**config.mk**
```make
export PLATFORM = sky130hd
export DESIGN_NAME = sequencer
export DESIGN_NICKNAME = d
export VERILOG_FILES = /design/src/rtl/sequencer.sv
export SDC_FILE = /design/constraint.sdc
export NUM_CORES = 1
export LEC_CHECK = 0
export CORE_MARGIN = 5
export CORE_UTILIZATION = 47
export CTS_CLUSTER_SIZE = 8
export DETAILED_ROUTE_END_ITERATION = 8
export PLACE_DENSITY = 0.92
export SYNTH_ARGS = -nofsm -noshare
export SYNTH_HDL_FRONTEND = slang
export SYNTH_SLANG_ARGS = --single-unit
```
**constraint.sdc**
```tcl
create_clock -name clock -period 6.15 [get_ports clock]
set_clock_uncertainty 0.05 [all_clocks]
set_input_delay 1.845 -clock clock [delete_from_list [all_inputs] [get_ports clock]]
set_output_delay 1.845 -clock clock [all_outputs]
set_load 0.005 [all_outputs]
```
**src/rtl/sequencer.sv**
```systemverilog
// Moore control sequencer for the 8-bit accumulator processor: walks fetch/decode/execute
// and drives every sysbus, register-load and memory strobe from the current state.
module sequencer #(
   parameter int WORD_W = 8,
   parameter int OP_W   = 3,
   parameter int CNT_W  = 8
) (
   input  logic             clock,
   input  logic             n_reset,
   input  logic [OP_W-1:0]  op,
   input  logic             z_flag,
   output logic             PC_bus,
   output logic             Addr_bus,
   output logic             ACC_bus,
   output logic             MDR_bus,
   output logic             load_MAR,
   output logic             load_MDR,
   output logic             CS,
   output logic             R_NW,
   output logic             load_IR,
   output logic             load_PC,
   output logic             INC_PC,
   output logic             load_ACC,
   output logic [1:0]       alu_op,
   output logic [CNT_W-1:0] instr_count
);

   // The opcode field lives in the top bits of the IR word, so it can never be wider.
   if (OP_W > WORD_W) begin : g_bad_op_w
      $error("sequencer: OP_W must not exceed WORD_W");
   end

   localparam logic [OP_W-1:0] OP_LOAD  = OP_W'(0);
   localparam logic [OP_W-1:0] OP_STORE = OP_W'(1);
   localparam logic [OP_W-1:0] OP_ADD   = OP_W'(2);
   localparam logic [OP_W-1:0] OP_SUB   = OP_W'(3);
   localparam logic [OP_W-1:0] OP_BNE   = OP_W'(4);
   localparam logic [OP_W-1:0] OP_XOR   = OP_W'(5);

   typedef enum logic [2:0] {
      S_IDLE = 3'd0,
      S_F0   = 3'd1,
      S_F1   = 3'd2,
      S_D0   = 3'd3,
      S_XRD  = 3'd4,
      S_XST  = 3'd5
   } state_t;

   state_t           r_state;
   state_t           w_next;
   logic [OP_W-1:0]  r_op;
   logic [CNT_W-1:0] r_count;
   logic             w_retire;

   // An instruction retires whenever execution returns to fetch; the reset exit is not one.
   assign w_retire    = (w_next == S_F0) &&
                        (r_state == S_D0 || r_state == S_XRD || r_state == S_XST);
   assign instr_count = r_count;

   always_ff @(posedge clock or negedge n_reset) begin
      if (!n_reset) begin
         r_state <= S_IDLE;
         r_op    <= '0;
         r_count <= '0;
      end else begin
         r_state <= w_next;
         if (r_state == S_D0) r_op <= op;
         if (w_retire) r_count <= r_count + CNT_W'(1);
      end
   end

   always_comb begin
      w_next   = r_state;
      PC_bus   = 1'b0;
      Addr_bus = 1'b0;
      ACC_bus  = 1'b0;
      MDR_bus  = 1'b0;
      load_MAR = 1'b0;
      load_MDR = 1'b0;
      CS       = 1'b0;
      R_NW     = 1'b1;
      load_IR  = 1'b0;
      load_PC  = 1'b0;
      INC_PC   = 1'b0;
      load_ACC = 1'b0;
      alu_op   = 2'b00;
      case (r_state)
         S_IDLE: w_next = S_F0;
         S_F0: begin
            PC_bus   = 1'b1;
            load_MAR = 1'b1;
            load_PC  = 1'b1;
            INC_PC   = 1'b1;
            w_next   = S_F1;
         end
         S_F1: begin
            CS      = 1'b1;
            MDR_bus = 1'b1;
            load_IR = 1'b1;
            w_next  = S_D0;
         end
         S_D0: begin
            Addr_bus = 1'b1;
            load_MAR = 1'b1;
            // op is the IR field loaded on the F1 edge; z_flag matters only here.
            if (op == OP_STORE)
               w_next = S_XST;
            else if (op == OP_BNE)
               w_next = z_flag ? S_F0 : S_XRD;
            else if (op == OP_LOAD || op == OP_ADD || op == OP_SUB || op == OP_XOR)
               w_next = S_XRD;
            else
               w_next = S_F0;
         end
         S_XRD: begin
            CS      = 1'b1;
            MDR_bus = 1'b1;
            w_next  = S_F0;
            case (r_op)
               OP_LOAD: begin load_ACC = 1'b1; alu_op = 2'b00; end
               OP_ADD:  begin load_ACC = 1'b1; alu_op = 2'b01; end
               OP_SUB:  begin load_ACC = 1'b1; alu_op = 2'b10; end
               OP_XOR:  begin load_ACC = 1'b1; alu_op = 2'b11; end
               OP_BNE:  load_PC = 1'b1;
               default: ;
            endcase
         end
         S_XST: begin
            ACC_bus  = 1'b1;
            load_MDR = 1'b1;
            CS       = 1'b1;
            R_NW     = 1'b0;
            w_next   = S_F0;
         end
         default: w_next = S_IDLE;
      endcase
   end

endmodule

```
# --- Yosys cells after proc, flatten, opt, wreduce, memory -nomap -nowiden ---
# Cells that the tools add are included.
totals:
  latchBits: 0
  regBits: 14
  romBits: 0
  memories: 0
  ram_bits: 0
  output_inout_bits: 22
classes:
  reduce_logical: 14
  muxes: 19
  addsub: 1
  eq_ne: 15
  multipliers: 0
  bitwise: 0
  n_lt_le_gt_ge: 0
  div_mod_pow: 0
  n_shift: 0
op_table:
  columns: ["op", "count"]
  rows:
  - ["== test 3 x 2 -> 1 bit, second input constant", 6]
  - ["== test 3 bit, second input constant", 6]
  - ["two-way mux 3 bit", 4]
  - ["one-hot mux 3 bit (4 select lines)", 1]
  - ["two-way mux 1 bit", 11]
  - ["== test 3 x 1 -> 1 bit, second input constant", 3]
  - ["zero test 3 bit", 3]
  - ["adder 8 x 1 -> 8 bit, second input constant", 1]
  - ["one-hot mux 2 bit (3 select lines)", 1]
  - ["OR reduction 3 bit", 2]
  - ["logical OR 1 bit", 5]
  - ["OR reduction 2 bit", 2]
  - ["OR reduction 4 bit", 1]
  - ["two-way mux 2 bit", 1]
  - ["one-hot mux 1 bit (2 select lines)", 1]
  - ["logical AND 1 bit", 1]

# --- Longest topological paths before layout ---
# Gate-level depths: netlist of run 1.
logic_depth:
  ltp_word: 10
  depth_mapped: 6
  ltp_nobuf: 5

# --- Least setup slack after synthesis of run 1 ---
# No wires, ideal clock.
synth_timing:
  kind: "reg-to-output"
  startpoint: "register r_state[1]"
  endpoint: "output load_MDR"
  path_stages_with_launch: 7
  slack_ns: 2.831
  required_ns: 4.255
  path_buffers: 3
  t_arrival_ns: 1.424
  cell_sequence: "dfrtp_1 buf_2 nand2b_1 clkbuf_1 or2_2 inv_1 buf_4"
synth_via:
  elab_chain_len: 2
synth_lines:
  columns: ["element", "line", "source"]
  rows:
  - ["start, declared", "49", "state_t r_state;"]
  - ["start signal, assigned", "66", "r_state <= w_next;"]
  - ["== test 3 bit", null, null]
  - ["two-way mux 1 bit", null, null]
  - ["end, declared", "17", "output logic load_MDR,"]
# No other way between the ends.

# --- Worst setup path in the final report of run 1 ---
layout_timing:
  startpoint: "register r_state[1]"
  endpoint: "output ACC_bus"
layout_via:
  elab_chain_len: 2
layout_lines:
  columns: ["element", "line", "source"]
  rows:
  - ["== test 3 bit", "87", "case (r_state)"]
  - ["two-way mux 1 bit", "87", null]
  - ["end, declared", "14", "output logic ACC_bus,"]
# No other way between the ends.

==> results of run 1 <==
-- worst paths after layout --
check | slack [ns] | endpoint
max | 2.10 | ACC_bus
min | 0.42 | instr_count[7]$_DFFE_PN0P_
max reg2reg | 4.41 | instr_count[7]$_DFFE_PN0P_
min reg2reg | 0.42 | instr_count[7]$_DFFE_PN0P_
max in group asynchronous | 3.74 | r_op[2]$_DFFE_PN0P_
min in group asynchronous | 1.91 | instr_count[6]$_DFFE_PN0P_
-- through the flow --
step | hold slack (ns) | util [%]
CTS | 0.421 | 64.6
floorplan | 0.415 | -
global route | 0.444 | 64.6
finish | 0.418 | 64.6
global placement | 0.409 | 63.2
detailed placement | 0.406 | 63.2
-- final cells by class --
type | instances | share of cell area [%]
clock buffer | 3 | 2.09
inverter | 4 | 1.39
multi-input combinational | 56 | 37.0
sequential | 14 | 32.5
tap | 17 | 1.97
timing repair buffer | 27 | 25.1
-- per-layer routing --
layer / vias to the layer above / GRT usage, % / part of all wire (%)
met5: - / 0 / 0
met4: 0 / 10.0 / 1.4
met3: 2 / 3.21 / 5.0
met2: 19 / 25.2 / 50
met1: 299 / 17.1 / 43
li1: 321 / - / -
-- Yosys cell counts --
cell       count
o21a_1         1
clkbuf_1       1
a211oi_1       1
buf_6          1
o2111ai_4      1
a22oi_1        1
inv_1          4
nor2_1         5
ha_1           1
mux2i_1        1
nand2_1        5
buf_4          3
a2111oi_4      1
dfrtp_1       14
a21boi_1       1
a21oi_1        7
and2b_1        1
xnor2_1        1
mux2_2         3
nand4_1        1
nor3_1         4
nand2b_1       2
buf_2          1
xor2_1         7
nor2b_1        2
o21ai_0        4
and2_1         1
nor3b_1        2
or2_2          1
nand3_1        2
-- power breakdown --
group / switching (mW) / total [mW] / internal (mW)
logic: 0.120 / 0.290 / 0.170
registers: 0.0614 / 0.198 / 0.137
clock network: 0.0275 / 0.0501 / 0.0227
total: 0.209 / 0.538 / 0.330
-- sequential cells by signal, summed over array words and instances, names as in the netlist --
register,flops
r_state,3
r_op,3
instr_count,8
-- logic make-up (layout without fill, tap and decap cells) --
logic type | Yosys count | in the layout | synth area share (%)
AO/OA/AOI/OAI | 17 | 17 | 17.2
buffers and inverters | 10 | 34 | 7.13
XOR/XNOR | 8 | 8 | 8.68
flip-flops | 14 | 14 | 43.4
adder cells (fa/ha/maj) | 1 | 1 | 1.55
multiplexers | 4 | 4 | 5.43
AND/OR/NAND/NOR | 26 | 26 | 16.6
==> metrics.yaml, run 1 <==
cts_tree: "done"
antenna_found_initial: 0
drc: 0
finalCriticalPeriod_ns: 4.05
wire_per_inst_um: 14.3
row_count: 15
multi_input_area_um2: 399
clock-sinks: 14
dieWidth_um: 51.4
dp_cells: 118
outcome: "finished clean"
min-delay-start: "instr_count[7]$_DFFE_PN0P_"
seqCellArea_um2: 350
cpPeakStageDelay_ns: 0.51
grt.total_usage_pct: 15.1
path_cells: "nand2b_1 -> or2_2 -> inv_1 -> clkdlybuf4s50_1"
io_buffers: 27
wl_um: 1730
crit_path_start_kind: "register"
drv_cap: 0
drive_gt1_share_pct: 8.65
core_um2: 1670
clk_pin_slew_ns: 0.08
cp.arrival_ns: 2.16
cpLargestDelayFamily: "simple AND/OR/NAND/NOR gates"
end_kind: "output port"
synth_area_leaders: "dfrtp_1 (43%), xor2_1 (7.6%), a21oi_1 (4.3%)"
worst-setup-path-type: "reg -> out"
mostFrequentLayoutCells: "clkdlybuf4s50_1 (27), dfrtp_1 (14), a21oi_1 (7), xor2_1 (7)"
root_buffer: "clkbuf_4"
start_util_pct: 48.3
post_cts_resized: 0
vdd_drop_max_uv: 220
crit_buf_inv: 2
drtIter0Drc: 6
die-area_um2: 2650
finalInstanceArea_um2: 1080
placed_cell_area_um2: 1060
io_pins: 28
total_power_uw: 538
cts_setup_buffers: 0
cts_buffers: 3
vias_per_cell: 5.30
grt_pass1_vias: 654
syn_area_per_cell_um2: 10.1
worstMarginPinSlew_ns: 0.627
firstDrtPassIters: 4
hold_viol: 0
clock_latency_ns: 0.27
pre_cts_slack_ns: 2.40
syn_inst: 80
maxClockFrequency_mhz: 247
cp_slowest_cell: "dfrtp_1"
ant_nets: 0
rsz0062_at_grt: "no"
critPathLaunch: "r_state[1]$_DFF_PN0_"
crit_path_max_fanout: 13
fin_cells: 121
cp_num_cells: 4
die_h_um: 51.4
cts_hold_buf: 0
final_common_cell: "clkdlybuf4s50_1"
holdPathStages: 1
htreeDepth: 1
detailroute.via_count: 641
setup_ws_ns: 2.10
yosysSeqAreaShare_pct: 43.4
final_nets: 113
grt_pass1_wl_um: 2930
r2r_cells: 4
dpl.hpwl_um: 1370
cts.path.max_buffers: 2
slew_headroom_pct: 58.1
yosys.area.top_type: "dfrtp_1"
overflow: 0
yosysTopAreaCellShare_pct: 43.4
synth_fp_nets: 87
slew_viol_final: 0
synth-seq-cells: 14
yosysWarnings: 0
cp.required_ns: 4.26
setup_viol: 0
ys_types: 30
hp-class: "reg -> reg"
syn-cell-area_um2: 807
period_share_pct: 65.9
p_per_area_nw_per_um2: 499
p_leak_nw: 0.436
gp_congestion: 0.807
reg2reg_from: "r_state[0]$_DFF_PN0_"
grt_max_degree: 15
nFillCells: 130
n_antenna_cell: 0
area_growth_pct: 33.6
finalSetupTns_ns: 0
No activity file was read; power rests on OpenSTA's default activity.
==> inputs of run 2 (changes only) <==
--- a/config.mk
+++ b/config.mk
@@ -6,10 +6,10 @@
 export NUM_CORES = 1
 export LEC_CHECK = 0
 export CORE_MARGIN = 5
-export CORE_UTILIZATION = 47
+export CORE_UTILIZATION = 39
 export CTS_CLUSTER_SIZE = 8
 export DETAILED_ROUTE_END_ITERATION = 8
-export PLACE_DENSITY = 0.92
+export PLACE_DENSITY = 0.82
 export SYNTH_ARGS = -nofsm -noshare
 export SYNTH_HDL_FRONTEND = slang
 export SYNTH_SLANG_ARGS = --single-unit
==> constraint.sdc (replaced) <==
create_clock -name clock -period 3.4 [get_ports clock]
set_clock_uncertainty 0.05 [all_clocks]
set_input_delay 1.02 -clock clock [delete_from_list [all_inputs] [get_ports clock]]
set_output_delay 1.02 -clock clock [all_outputs]
set_load 0.005 [all_outputs]
==> run 2 against run 1 <==
  * Core utilization decreased by 8.3 points
  * Power rose by 84%
  * Register-to-register slack got worse by 2.8 ns
  * Combinational power is 80% higher
  * Wire length shrank 2.4%
  * Die area increased by 16%
  * Highest routed layer unchanged
==> metrics.yaml, run 2 (same netlist as run 1, synthesis figures left out) <==
p_per_area_nw_per_um2: 899  # +80%
finalInstanceArea_um2: 1100  # +2.4%
drc: 0  # unchanged
core_um2: 1960  # +17%
grt_pass1_vias: 595  # -9.0%
dpl.hpwl_um: 1340  # -2.4%
path_cells: "nand2b_1 -> or2_2 -> inv_1 -> clkdlybuf4s50_1"
drive_gt1_share_pct: 9.52  # +0.87 points
cts_hold_buf: 0  # unchanged
detailroute.via_count: 658  # +2.7%
total_power_uw: 993  # +84%
clk_pin_slew_ns: 0.08  # about the same
worst-setup-path-type: "reg -> out"
finalSetupTns_ns: 0  # unchanged
grt.total_usage_pct: 11.2  # -3.9 points
start_util_pct: 41.1  # -7.2 points
drtIter0Drc: 23  # +17
ant_nets: 0  # unchanged
grt_max_degree: 15  # unchanged
worstMarginPinSlew_ns: 0.605  # -0.0219 ns
period_share_pct: 96.4
wire_per_inst_um: 12.8  # -11%
end_kind: "output port"
mostFrequentLayoutCells: "clkdlybuf4s50_1 (27), dfrtp_1 (14), a21oi_1 (7), xor2_1 (7)"
setup_viol: 0  # unchanged
die-area_um2: 3080  # +16%
n_antenna_cell: 0  # unchanged
placed_cell_area_um2: 1070  # +1.2%
io_pins: 28  # unchanged
htreeDepth: 1  # unchanged
root_buffer: "clkbuf_4"
clock_latency_ns: 0.28  # about the same
hold_viol: 0  # unchanged
gp_congestion: 0.874  # +8.3%
outcome: "finished clean"
vias_per_cell: 4.98  # -5.9%
dieWidth_um: 55.5  # +7.9%
firstDrtPassIters: 4  # unchanged
slew_headroom_pct: 59.5  # +1.5 points
crit_path_start_kind: "register"
crit_path_max_fanout: 13  # unchanged
cp_slowest_cell: "dfrtp_1"
cp.required_ns: 2.33  # -1.93 ns
hp-class: "reg -> reg"
area_growth_pct: 36.9
wl_um: 1680  # -2.4%
slew_viol_final: 0  # unchanged
final_nets: 113  # unchanged
p_leak_nw: 0.443  # +1.6%
final_common_cell: "clkdlybuf4s50_1"
rsz0062_at_grt: "no"
cts.path.max_buffers: 2  # unchanged
row_count: 16  # +1
overflow: 0  # unchanged
largest_reg_flops: 8  # unchanged
cpPeakStageDelay_ns: 0.50  # about the same
pre_cts_slack_ns: 0.424  # -1.97 ns
io_buffers: 27  # unchanged
cts_tree: "done"
cts_buffers: 3  # unchanged
clock-sinks: 14  # unchanged
cp.arrival_ns: 2.21  # +0.05 ns
maxClockFrequency_mhz: 305
drv_cap: 0  # unchanged
die_h_um: 55.5  # +7.9%
final_util_pct: 56.3  # -8.3 points
setup_ws_ns: 0.123  # -1.97 ns
finalCriticalPeriod_ns: 3.28
antenna_found_initial: 0  # unchanged
vdd_drop_max_uv: 512  # +130%
post_cts_resized: 0  # unchanged
cts_setup_buffers: 0  # unchanged
grt_pass1_wl_um: 2730  # -6.8%
run 2: changes by cell type in the layout (fill, tap and decap cells not counted):
cell	before	now
clkbuf_8	0	1
run 2: power breakdown:
group          switching, mW  leakage [nW]  internal [mW]
sequential             0.105         0.159          0.247
clock                 0.0547        0.0210         0.0652
combinational          0.213         0.263          0.308
total                  0.372         0.443          0.621
run 2: final cells by class:
| type | instances | area (um2) |
|---|---|---|
| sequential | 14 | 350 |
| multi-input combinational | 56 | 399 |
| clock buffer | 4 | 36.3 |
| inverter | 4 | 15.0 |
| timing repair buffer | 27 | 270 |
| tap | 27 | 33.8 |
| fill | 186 | 857 |
run 2: stage by stage:
stage,hold WS (ns),cells
4_1_cts,0.426,132
5_1_grt,0.436,132
6_report,0.419,132
3_3_place_gp,0.406,128
2_1_floorplan,0.415,80
3_5_place_dp,0.410,128
run 2: worst paths after layout:
path,start,endpoint,slack [ns],cells after the start
max,r_state[1]$_DFF_PN0_,load_MDR,0.12,4
min,instr_count[7]$_DFFE_PN0P_,instr_count[7]$_DFFE_PN0P_,0.42,1
max reg2reg,r_state[0]$_DFF_PN0_,instr_count[7]$_DFFE_PN0P_,1.63,4
min reg2reg,instr_count[7]$_DFFE_PN0P_,instr_count[7]$_DFFE_PN0P_,0.42,1
max in group asynchronous,n_reset,instr_count[0]$_DFFE_PN0P_,1.85,1
min in group asynchronous,n_reset,r_state[0]$_DFF_PN0_,1.06,1
run 2: worst max-delay path, delay by kind of cell (launching register included):
family	cells	cell delay (ns)
buffers and inverters	2	0.58
DFF	1	0.50
and+or+nand+nor	2	0.84
run 2: per-layer routing:
layer	global-route usage, %	up-vias	routed length [um]
li1	-	325	-
met1	12.8	309	737
met2	18.1	20	803
met3	5.36	4	115
met4	4.17	0	27
met5	0	-	0
